File: src/rtl/id_operand_stage_pkg.sv
// id_operand_stage_pkg: stall-bit indices, stall encodings, FSM states and opcode classes for the ID stage.
package id_operand_stage_pkg;
  localparam int STALL_IFID = 1;
  localparam int STALL_IDEX = 2;
  localparam logic STOP = 1'b1;
  localparam logic NO_STOP = 1'b0;
  typedef enum logic {RUN = 1'b0, HOLD = 1'b1} state_t;
  localparam logic [5:0] OP_SPECIAL = 6'b000000;
  localparam logic [5:0] OP_BEQ = 6'b000100;
  localparam logic [5:0] OP_BNE = 6'b000101;
  localparam logic [5:0] OP_J = 6'b000010;
  localparam logic [5:0] OP_JAL = 6'b000011;
  localparam logic [5:0] OP_LUI = 6'b001111;
  localparam logic [2:0] OP_STORE_HI = 3'b101;
  function automatic logic rt_used(input logic [5:0] op);
    return op == OP_SPECIAL || op == OP_BEQ || op == OP_BNE || op[5:3] == OP_STORE_HI;
  endfunction
  function automatic logic rs_used(input logic [5:0] op);
    return !(op == OP_J || op == OP_JAL || op == OP_LUI);
  endfunction
endpackage

File: src/rtl/id_operand_stage_fwd_mux.sv
// fwd_mux: selects one operand from N_FWD forwarding channels (index 0 wins) or the regfile.
module fwd_mux #(
  parameter int DATA_W = 32,
  parameter int N_FWD = 3
) (
  input  logic [4:0]              addr_i,
  input  logic [DATA_W-1:0]       rf_data_i,
  input  logic [N_FWD-1:0]        we_i,
  input  logic [N_FWD-1:0]        ready_i,
  input  logic [5*N_FWD-1:0]      waddr_i,
  input  logic [DATA_W*N_FWD-1:0] wdata_i,
  output logic [DATA_W-1:0]       data_o,
  output logic                    ready_o
);
  always_comb begin
    data_o = rf_data_i;
    ready_o = 1'b1;
    // Walk from lowest priority upward so the lowest-index match is applied last.
    for (int k = N_FWD - 1; k >= 0; k--) begin
      if (we_i[k] && waddr_i[5*k +: 5] != 5'd0 && waddr_i[5*k +: 5] == addr_i) begin
        data_o = wdata_i[DATA_W*k +: DATA_W];
        ready_o = ready_i[k];
      end
    end
    data_o = (addr_i == 5'd0) ? '0 : data_o;
    ready_o = (addr_i == 5'd0) ? 1'b1 : ready_o;
  end
endmodule

File: src/rtl/id_operand_stage.sv
// id_operand_stage: IF/ID register with instruction hold buffer, operand forwarding and load-use stall detection.
module id_operand_stage
  import id_operand_stage_pkg::*;
#(
  parameter int DATA_W = 32,
  parameter int PC_W = 32,
  parameter int N_FWD = 3,
  parameter int CNT_W = 16
) (
  input  logic                    clk,
  input  logic                    rst,
  input  logic [5:0]              stall,
  input  logic                    flush,
  input  logic                    if_valid,
  input  logic [PC_W-1:0]         if_pc,
  input  logic [31:0]             inst_sram_rdata,
  output logic [4:0]              rf_raddr1,
  output logic [4:0]              rf_raddr2,
  input  logic [DATA_W-1:0]       rf_rdata1,
  input  logic [DATA_W-1:0]       rf_rdata2,
  input  logic [N_FWD-1:0]        fwd_we,
  input  logic [N_FWD-1:0]        fwd_ready,
  input  logic [5*N_FWD-1:0]      fwd_waddr,
  input  logic [DATA_W*N_FWD-1:0] fwd_wdata,
  output logic                    id_valid,
  output logic [PC_W-1:0]         id_pc,
  output logic [31:0]             id_inst,
  output logic [DATA_W-1:0]       opnd1,
  output logic [DATA_W-1:0]       opnd2,
  output logic                    stallreq,
  output logic [CNT_W-1:0]        stall_cycles
);
  state_t state_q, state_d;
  logic valid_q, valid_d;
  logic [PC_W-1:0] pc_q, pc_d;
  logic [31:0] buf_q, buf_d;
  logic [CNT_W-1:0] cnt_q, cnt_d;
  logic rdy1, rdy2;
  logic stop_ifid, stop_idex;
  assign stop_ifid = stall[STALL_IFID] == STOP;
  assign stop_idex = stall[STALL_IDEX] == STOP;
  assign id_valid = valid_q;
  assign id_pc = pc_q;
  // The fetch data is only live for one cycle, so a held instruction is replayed from buf_q.
  assign id_inst = valid_q ? (state_q == HOLD ? buf_q : inst_sram_rdata) : '0;
  assign rf_raddr1 = id_inst[25:21];
  assign rf_raddr2 = id_inst[20:16];
  assign stall_cycles = cnt_q;
  assign stallreq = valid_q && !flush &&
                    ((rs_used(id_inst[31:26]) && !rdy1) || (rt_used(id_inst[31:26]) && !rdy2));
  fwd_mux #(.DATA_W(DATA_W), .N_FWD(N_FWD)) u_fwd_rs (
    .addr_i(rf_raddr1), .rf_data_i(rf_rdata1), .we_i(fwd_we), .ready_i(fwd_ready),
    .waddr_i(fwd_waddr), .wdata_i(fwd_wdata), .data_o(opnd1), .ready_o(rdy1)
  );
  fwd_mux #(.DATA_W(DATA_W), .N_FWD(N_FWD)) u_fwd_rt (
    .addr_i(rf_raddr2), .rf_data_i(rf_rdata2), .we_i(fwd_we), .ready_i(fwd_ready),
    .waddr_i(fwd_waddr), .wdata_i(fwd_wdata), .data_o(opnd2), .ready_o(rdy2)
  );
  always_comb begin
    state_d = state_q;
    buf_d = buf_q;
    if (flush) state_d = RUN;
    else if (state_q == RUN && stop_ifid && valid_q) begin
      state_d = HOLD;
      buf_d = inst_sram_rdata;
    end else if (state_q == HOLD && !stop_ifid) state_d = RUN;
    valid_d = valid_q;
    pc_d = pc_q;
    if (flush || (stop_ifid && !stop_idex)) begin
      valid_d = 1'b0;
      pc_d = '0;
    end else if (!stop_ifid) begin
      valid_d = if_valid;
      pc_d = if_pc;
    end
    cnt_d = (stallreq && !(&cnt_q)) ? cnt_q + 1'b1 : cnt_q;
  end
  always_ff @(posedge clk) begin
    if (!rst) begin
      state_q <= RUN;
      valid_q <= 1'b0;
      pc_q <= '0;
      buf_q <= '0;
      cnt_q <= '0;
    end else begin
      state_q <= state_d;
      valid_q <= valid_d;
      pc_q <= pc_d;
      buf_q <= buf_d;
      cnt_q <= cnt_d;
    end
  end
endmodule

File: config.mk
export PLATFORM = sky130hd
export DESIGN_NAME = id_operand_stage
export DESIGN_NICKNAME = d
export VERILOG_FILES = /design/src/rtl/id_operand_stage_pkg.sv /design/src/rtl/id_operand_stage_fwd_mux.sv /design/src/rtl/id_operand_stage.sv
export SDC_FILE = /design/constraint.sdc
export NUM_CORES = 1
export LEC_CHECK = 0
export CAP_MARGIN = 5
export CORE_AREA = 2 2 162 164
export CTS_CLUSTER_DIAMETER = 100
export DETAILED_ROUTE_END_ITERATION = 8
export DIE_AREA = 0 0 164 166
export PLACE_DENSITY = 0.58
export SYNTH_ARGS = -nofsm -noshare
export SYNTH_HDL_FRONTEND = slang
export SYNTH_SLANG_ARGS = --single-unit
File: constraint.sdc
create_clock -name clk -period 5.25 [get_ports clk]
set_input_delay 0.525 -clock clk [delete_from_list [all_inputs] [get_ports clk]]
set_output_delay 0.525 -clock clk [all_outputs]
set_load 0.005 [all_outputs]
==> After elaboration in Yosys (flattened, before gate mapping) <==
Cells that the tools add are included.
{ "classes": {"add_sub_neg": 1, "eq_ne": 12, "n_mux": 20, "bitwise": 3, "n_reduce_logical": 43} }
{ "op_table": {"columns": ["cell", "count"], "rows": [
  ["$mux 32", 10],
  ["$eq 5x5->1", 6],
  ["$logic_and 1x1->1", 18],
  ["$add 16x1->16 const B", 1],
  ["$reduce_and 16->1", 1],
  ["$reduce_bool 5->1", 3],
  ["$eq 6x2->1 const B", 2],
  ["$eq 6x3->1 const B", 2],
  ["$logic_not 5->1", 2],
  ["$mux 1", 10],
  ["$logic_not 1->1", 7],
  ["$logic_or 1x1->1", 7],
  ["$eq 6x4->1 const B", 1],
  ["$logic_not 6->1", 1],
  ["$reduce_or 2->1", 2],
  ["$eq 3x3->1 const B", 1],
  ["$not 1->1", 3],
  ["$reduce_and 2->1", 1],
  ["$reduce_bool 2->1", 1]
]} }
{ "totals": {"regBits": 82, "input_bits": 255, "output_inout_bits": 156, "wordCells": 84} }

==> Logic depth before layout (Yosys ltp) <==
Gate-level depths: netlist (run 1).
{ "depth": {"depth_word": 13, "depth_mapped": 13, "mapped_depth_nobuf": 9} }

==> Modules after synthesis <==
From an unflattened synthesis (run 1), not the netlist that was laid out.
{ "unflattened": {"hier_cells": 911, "hier_area_um2": 7150.6} }
{ "modules_own_cells": {"columns": ["module", "n_inst", "cells_per_inst", "area_per_inst_um2", "seq_area_each_um2"], "rows": [
  ["id_operand_stage", 1, 451, 3867.5, 1641.6],
  ["fwd_mux", 2, 230, 1641.6, 0.0]
]} }

==> Worst setup path after synthesis (run 1) <==
Ideal clock, no wire load.
{ "synth_timing": {"kind": "register to output", "startpoint": "register valid_q, in the netlist id_valid", "endpoint": "output opnd2[10]", "arrival_ns": 2.439, "setup_slack_ns": 2.286, "path_stages_with_launch": 11, "path_buffers": 4, "path_cell_list": "dfxtp_1 > buf_6 > clkbuf_1 > nand2_1 > xnor2_1 > or4b_2 > clkbuf_1 > clkbuf_1 > nand2_1 > o211ai_1 > a21oi_1"} }
{ "synth_via": {"elab_chain_cells": 7, "word_cells_on_any_way": 12, "classes_between": "3 x eq/ne; 5 x mux; 4 x reduce/logical"} }
{ "synth_lines": {"columns": ["item", "line_no", "source"], "rows": [
  ["start, declared", "id_operand_stage.sv:34", "logic valid_q, valid_d;"],
  ["start signal, assigned", "id_operand_stage.sv:87", "valid_q <= valid_d;"],
  ["$mux 32 *", "id_operand_stage.sv:45", "assign id_inst = valid_q ? (state_q == HOLD ? buf_q : inst_sram_rdata) : '0;"],
  ["$eq 5x5->1", "id_operand_stage_fwd_mux.sv:20", "if (we_i[k] && waddr_i[5*k +: 5] != 5'd0 && waddr_i[5*k +: 5] == addr_i) begin"],
  ["$logic_and 1x1->1", "id_operand_stage_fwd_mux.sv:20", null],
  ["$mux 32 (3 in a row)", "id_operand_stage_fwd_mux.sv:20", null],
  ["$mux 32 *", "id_operand_stage_fwd_mux.sv:25", "data_o = (addr_i == 5'd0) ? '0 : data_o;"],
  ["end, declared", "id_operand_stage.sv:29", "output logic [DATA_W-1:0] opnd2,"]
]} }
Every way passes the cells marked *; elsewhere a longest branch is shown, timed or not.

==> Final worst setup path (run 1) <==
{ "layout_timing": {"startpoint": "register state_q", "endpoint": "output opnd1[10]"} }
{ "layout_via": {"elab_chain_cells": 8, "word_cells_on_any_way": 13, "classes_between": "3 x eq/ne; 6 x mux; 4 x reduce/logical"} }
{ "layout_lines": {"columns": ["item", "line_no", "source"], "rows": [
  ["start, declared", "id_operand_stage.sv:33", "state_t state_q, state_d;"],
  ["start signal, assigned", "id_operand_stage.sv:86", "state_q <= state_d;"],
  ["$mux 32 * (2 in a row)", "id_operand_stage.sv:45", null],
  ["$eq 5x5->1", "id_operand_stage_fwd_mux.sv:20", null],
  ["$logic_and 1x1->1", "id_operand_stage_fwd_mux.sv:20", null],
  ["$mux 32 (3 in a row)", "id_operand_stage_fwd_mux.sv:20", null],
  ["$mux 32 *", "id_operand_stage_fwd_mux.sv:25", null],
  ["end, declared", "id_operand_stage.sv:28", "output logic [DATA_W-1:0] opnd1,"]
]} }
Marks and branches as above.

==> flow_metrics.tcl, run 1 <==
set metrics [dict create \
    finalHoldViolCount 0 \
    hold_path.class "reg -> reg" \
    path_max_fanout 32 \
    placed_area_um2 11040 \
    cts_root_buf "clkbuf_16" \
    critPathSlowestCell "dfxtp_2" \
    gp_congestion 0.9081 \
    startpoint_type "flip-flop" \
    cp-endpoint "opnd1[10]" \
    tns_ns 0 \
    power_density_nw_per_um2 155.3 \
    crit_start "state_q" \
    finalPower_mw 1.762 \
    ant_nets 0 \
    path_class "reg -> out" \
    cpMostUsedCell "buf_4" \
    area_growth_pct 67.22 \
    crit_buf_inv 3 \
    async_reset_ff_share_pct 0 \
    post_cts_resized 0 \
    cts_tree "yes" \
    r2r_slack_ns 1.72 \
    period_minus_slack_ns 4.662 \
    power.leakage_nw 4.512 \
    grt-ovfl-total 0 \
    end_kind "primary output" \
    placed_cells_incl_taps 1601 \
    syn-num-nets 1185 \
    final_cell_area_um2 11340 \
    ctsHoldBuffers 0 \
    clock_skew_ns 0.01159 \
    vdd_ir_drop_max_v 0.0001425 \
    antenna_found_initial 6 \
    core.rowCount 59 \
    stdcell_count 1620 \
    yosysUniqueCellTypes 63 \
    setup_viol_count_final 0 \
    nets 1533 \
    reg2reg_depth 9 \
    dp_slack_ns 0.7196 \
    synth_edf_count 0 \
    grt_pass1_vias 7785 \
    worst_slew_pin_slew_ns 1.014 \
    dieHeight_um 166 \
    max_stage_delay_ns 0.59 \
    maxSlewViolCount 0 \
    path_depth 11 \
    drt_iter0_drc 476 \
    num_vias 8189 \
    dr.pass1.iters 7 \
    finalWirelength_um 31570 \
    grt_pass1_wl_um 47040 \
    grt_max_degree 65 \
    wl_per_cell_um 19.49 \
    drc 0 \
    rsz0062_at_grt "no" \
    crit_path_cell_trace "buf_4, mux2_4, and3_1, o22a_1, nand4_1, buf_4, mux2i_1, a211oi_1, a21oi_1, nor2_1, clkdlybuf4s50_1" \
    netlist_area_um2 6783 \
    path_clk_slew_ns 0.06 \
    drive_gt1_share_pct 5.308 \
    outcome "finished clean" \
    fin_crit_sh_pct 88.80 \
    ys_ff_latch 82 \
    r2r-start "id_valid" \
    syn_area_per_cell_um2 7.301 \
    r2r_end "stall_cycles[15]" \
    required_ns 4.72 \
    finalWorstSetupSlack_ns 0.5883 \
    vias_per_cell 5.055 \
    fmax_mhz 214.5 \
    ys_seq_area_share_pct 24.20 \
    dieWidth_um 164 \
    hold_ws_ns 0.4541 \
    postCtsSetupRepairBufs 0 \
    h-tree-depth 3 \
    slew_headroom_pct 32.38 \
    die-area_um2 27220 \
    yosys_warnings 0 \
    fill_cells 2623 \
    synthFlopType "dfxtp_1" \
    io_pins 411 \
    netlist_instances 929 \
    cts_sinks 82 \
    grt_usage_pct 22.34 \
    worst-endpoint-arrival_ns 4.14 \
    core_um2 25620 \
    critPathTopFamily "buffers and inverters" \
    final_core_util_pct 44.28 \
    port_buffers 406 \
    start_util_pct 26.48 \
    drv_cap 0 \
    clk_path_buf_depth 2 \
    clk_latency_ns 0.35 \
    hpwl_um 24270 \
    numCtsBuffers 9 \
]
[layout by cell type (no fill, tap or decap), drive strengths merged, types with 3 or more instances in the layout]
| master | netlist | routed |
|---|---|---|
| a21boi | 4 | 4 |
| nor3 | 11 | 11 |
| nor2 | 121 | 121 |
| xnor2 | 4 | 4 |
| xor2 | 4 | 4 |
| and4 | 3 | 3 |
| o31ai | 9 | 9 |
| a31oi | 3 | 3 |
| buf | 33 | 21 |
| nand2 | 153 | 153 |
| clkdlybuf4s50 | 0 | 405 |
| nand3 | 3 | 3 |
| dfxtp | 82 | 82 |
| or4 | 13 | 13 |
| diode | 0 | 4 |
| nor4b | 6 | 6 |
| nor4 | 5 | 5 |
| and2 | 4 | 4 |
| nand4 | 6 | 6 |
| inv | 16 | 17 |
| o21ai | 9 | 9 |
| a211oi | 33 | 33 |
| o211ai | 36 | 36 |
| nand2b | 4 | 4 |
| and3 | 18 | 18 |
| clkbuf | 56 | 9 |
| a21oi | 122 | 122 |
| mux2 | 11 | 11 |
| o22a | 5 | 5 |
| mux2i | 129 | 129 |
| o21a | 5 | 5 |
[sequential cells by signal (all words and copies together) (netlist names)]
name,flops
buf_q,32
id_pc,32
id_valid,1
stall_cycles,16
state_q,1
[power breakdown]
group | switching, mW | internal, mW
sequential | 0.00696 | 0.631
combinational | 0.190 | 0.299
clock | 0.268 | 0.367
[cells in the mapped netlist, drive strengths merged, types with 2 or more instances]
| cell | n | share of area (%) |
|---|---|---|
| nand2b | 4 | 0.37 |
| mux2 | 11 | 2.1 |
| inv | 16 | 0.89 |
| a21boi | 4 | 0.44 |
| dfxtp | 82 | 24 |
| nor4b | 6 | 0.77 |
| xor2 | 4 | 0.63 |
| nand3b | 2 | 0.22 |
| and4 | 3 | 0.42 |
| a211o | 2 | 0.26 |
| nor4 | 5 | 0.46 |
| and2 | 4 | 0.37 |
| or3 | 2 | 0.18 |
| or3b | 2 | 0.26 |
| o21ai | 9 | 0.66 |
| nor3 | 11 | 0.81 |
| nand2 | 153 | 8.6 |
| o211ai | 36 | 4.1 |
| nand3 | 3 | 0.22 |
| xnor2 | 4 | 0.52 |
| buf | 33 | 3.3 |
| o31ai | 9 | 1.0 |
| a211oi | 33 | 3.7 |
| clkbuf | 56 | 3.1 |
| nand4 | 6 | 0.55 |
| o21a | 5 | 0.55 |
| a21oi | 122 | 9.1 |
| or4 | 13 | 1.5 |
| a31oi | 3 | 0.72 |
| nand4b | 2 | 0.26 |
| and3 | 18 | 1.7 |
| nor2 | 121 | 6.7 |
| mux2i | 129 | 19 |
| o22a | 5 | 0.65 |
[worst min-delay path by stage]
stage | slack (ns) | depth (start not counted) | startpoint | end
3_3_place_gp | 0.44 | 2 | buf_q[30] | buf_q[30]
4_1_cts | 0.46 | 2 | buf_q[7] | buf_q[7]
3_5_place_dp | 0.45 | 2 | buf_q[9] | buf_q[9]
6_report | 0.45 | 2 | buf_q[7] | buf_q[7]
2_1_floorplan | 0.43 | 2 | buf_q[17] | buf_q[17]
5_1_grt | 0.47 | 2 | buf_q[7] | buf_q[7]
[routing by layer]
metal / vias to the layer above / wire, um / track usage [%]
met5: - / 26 / 0
met4: 4 / 717 / 7.170
met3: 36 / 2750 / 6.918
met2: 319 / 15180 / 37.56
met1: 3819 / 12900 / 27.00
li1: 4011 / - / -
[tightest hold or removal path: stages (launching register included)]
cell and delay, ns:
dfxtp_1 0.31, nand2_1 0.05, a21oi_1 0.05
[kinds of logic (layout without fill, tap and decap cells)]
logic type,count (synthesis),in the layout,synth area share (%)
AO/OA/AOI/OAI,232,232,21.82
AND/OR/NAND/NOR,361,361,24.13
adder cells (fa/ha/maj),1,1,0.1844
other,0,4,0
buffers and inverters,105,457,7.323
multiplexers,140,140,21.20
flip-flops,82,82,24.20
XOR/XNOR,8,8,1.144
[cell type report]
type	instances	area (um2)	area share (%)
multi-input combinational	742	4657	41.06
timing repair buffer	426	4259	37.55
sequential	82	1644	14.50
tap	335	419.2	3.696
clock buffer	9	225.2	1.986
clock inverter	6	67.56	0.5957
inverter	16	60.06	0.5295
antenna	4	10.01	0.08825
No activity file was read; power rests on OpenSTA's default activity.
==> inputs of run 2 (changes only) <==
--- a/config.mk
+++ b/config.mk
@@ -10,6 +10,7 @@
 export CTS_CLUSTER_DIAMETER = 100
 export DETAILED_ROUTE_END_ITERATION = 8
 export DIE_AREA = 0 0 164 166
+export GPL_ROUTABILITY_DRIVEN = 0
 export PLACE_DENSITY = 0.58
 export SYNTH_ARGS = -nofsm -noshare
 export SYNTH_HDL_FRONTEND = slang
==> run 2 against run 1 <==
  * Cell count grew 0.12%
  * Register-to-register slack worse by 0.07 ns
  * Highest routed layer unchanged
  * Die area is the same
  * Power barely moved
  * Setup slack got worse by 0.10 ns
  * Largest power group unchanged
  * Via count increased by 0.84%
  * Sequential share of layout area about the same
==> flow_metrics.tcl, run 2 (synthesis gave the netlist of run 1 again) <==
set metrics [dict create \
    maxSlewViolCount 0 \
    wl_per_cell_um 19.36 \
    drc 0 \
    grt_pass1_wl_um 46170 \
    period_minus_slack_ns 4.761 \
    io_pins 411 \
    vdd_ir_drop_max_v 0.0001652 \
    clock_skew_ns 0.01363 \
    internal-power_mw 1.275 \
    h-tree-depth 3 \
    dr_wl_met3_um 2774 \
    port_buffers 406 \
    worst_slew_pin_slew_ns 0.8176 \
    fmax_mhz 210.0 \
    nets 1533 \
    finalWorstSetupSlack_ns 0.4886 \
    dp_slack_ns 0.7403 \
    rsz0062_at_grt "no" \
    path_class "reg -> out" \
    core.rowCount 59 \
    path_max_fanout 32 \
    tns_ns 0 \
    required_ns 4.72 \
    max_stage_delay_ns 0.63 \
    comb_power_share_pct 27.7 \
    area_growth_pct 67.11 \
    vias_per_cell 5.091 \
    setup_viol_count_final 0 \
    p_sw_uw 486.1 \
    p_sw_share_pct 27.61 \
    power_density_nw_per_um2 155.3 \
    reg2reg_depth 10 \
    grt_pass1_vias 7788 \
    die-area_um2 27220 \
    drt_iter0_drc 517 \
    end_kind "primary output" \
    path_clk_slew_ns 0.08 \
    min-delay-start "buf_q[17]" \
    grt_max_degree 65 \
    hold_path.class "reg -> reg" \
    num_vias 8258 \
    post_cts_resized 0 \
    dieHeight_um 166 \
    mostFrequentLayoutCell "clkdlybuf4s50_1" \
    final_cell_mix "clkdlybuf4s50_1, nand2_1, mux2i_1" \
    startpoint_type "flip-flop" \
    power.share.sequential_pct 36.1 \
    outcome "finished clean" \
    drive_gt1_share_pct 5.382 \
    start_util_pct 26.48 \
    cts_root_buf "clkbuf_16" \
    power.leakage_nw 4.507 \
    clock_power_share_pct 36.1 \
    wl_met2_um 14960 \
    cts_tree "yes" \
    holdPathStages 2 \
    hpwl_um 24000 \
    worst-endpoint-arrival_ns 4.24 \
    r2r_slack_ns 1.65 \
    antenna_found_initial 8 \
    wirelength_met1_um 12740 \
    finalHoldViolCount 0 \
    clk_latency_ns 0.35 \
    slew_headroom_pct 45.41 \
    numCtsBuffers 9 \
    dieWidth_um 164 \
    cts_sinks 82 \
    hold_end "buf_q[17]" \
    fin_crit_sh_pct 90.69 \
    r2r_end "stall_cycles[13]" \
    grt_usage_pct 21.91 \
    ant_nets 0 \
    critPathSlowestCell "dfxtp_2" \
    crit_path_cell_trace "buf_4, mux2_4, and3_1, o22a_1, nand4_1, buf_4, mux2i_1, a211oi_1, a21oi_1, nor2_1, clkdlybuf4s50_1" \
    clk_path_buf_depth 2 \
    routed.top_layer "met5" \
    postCtsSetupRepairBufs 0 \
    r2r-start "state_q" \
    ctsHoldBuffers 0 \
    drv_cap 0 \
    dr.pass1.iters 5 \
    grt-ovfl-total 0 \
    finalWirelength_um 31400 \
    core_um2 25620 \
    cpMostUsedCell "buf_4" \
]
-- run 2: how the worst max path moves through the flow --
| stage | startpoint | slack, ns | end | cells past startpoint |
|---|---|---|---|---|
| global route | state_q | 0.25 | opnd1[10] | 11 |
| finish | state_q | 0.49 | opnd1[10] | 11 |
| CTS | state_q | 0.46 | opnd1[10] | 11 |
| global placement | inst_sram_rdata[16] | 0.73 | opnd2[18] | 11 |
| floorplan | id_valid | 2.29 | opnd2[10] | 10 |
| detailed placement | inst_sram_rdata[16] | 0.74 | opnd2[18] | 11 |
-- run 2: cell type report --
type | count | area [um2]
Multi-Input combinational cell | 742 | 4657
Clock buffer | 10 | 239.0
Fill cell | 2598 | 14280
Timing Repair Buffer | 426 | 4247
Inverter | 16 | 60.06
Antenna cell | 5 | 12.51
Clock inverter | 6 | 56.30
Sequential cell | 82 | 1644
Tap cell | 335 | 419.2
-- run 2: layer usage --
metal	vias up	track usage, %
met5	-	0
met4	6	8.658
met3	49	6.643
met2	345	36.99
met1	3851	25.80
li1	4007	-
-- run 2: through the flow --
step	util [%]	cell area, um2	hold WS [ns]	instances	power (mW)
final	44.25	11330	0.4571	1622	1.761
after global routing	44.25	11330	0.4749	1622	1.845
after CTS	44.20	11320	0.4579	1617	1.786
after detailed placement	43.05	11030	0.4476	1601	1.138
after global placement	43.05	11030	0.4386	1601	1.135
after floorplan	-	6783	0.4329	929	0.8227
-- run 2: worst max-delay path, delay by kind of cell (launching register included) --
kind	cells	cell delay [ns]
buffers and inverters	3	1.54
AO/OA/AOI/OAI	3	0.72
flip-flops	1	0.63
multiplexers	2	0.56
AND/OR/NAND/NOR	3	0.39
-- run 2: power by group through the flow --
stage / logic, mW / clock network, mW / registers, mW
floorplan: 0.173 / 0 / 0.649
global placement: 0.485 / 0 / 0.650
detailed placement: 0.487 / 0 / 0.651
CTS: 0.490 / 0.659 / 0.636
global route: 0.527 / 0.681 / 0.637
finish: 0.488 / 0.636 / 0.636
==> inputs of run 3 (changes only) <==
--- a/config.mk
+++ b/config.mk
@@ -7,11 +7,12 @@
 export LEC_CHECK = 0
 export CAP_MARGIN = 5
 export CORE_AREA = 2 2 162 164
-export CTS_CLUSTER_DIAMETER = 100
+export CTS_CLUSTER_DIAMETER = 200
 export DETAILED_ROUTE_END_ITERATION = 8
 export DIE_AREA = 0 0 164 166
 export GPL_ROUTABILITY_DRIVEN = 0
 export PLACE_DENSITY = 0.58
+export SLEW_MARGIN = 15
 export SYNTH_ARGS = -nofsm -noshare
 export SYNTH_HDL_FRONTEND = slang
 export SYNTH_SLANG_ARGS = --single-unit
==> results of run 3 <==
Same layout as run 2: the final DEF is identical, and so are final timing and power.
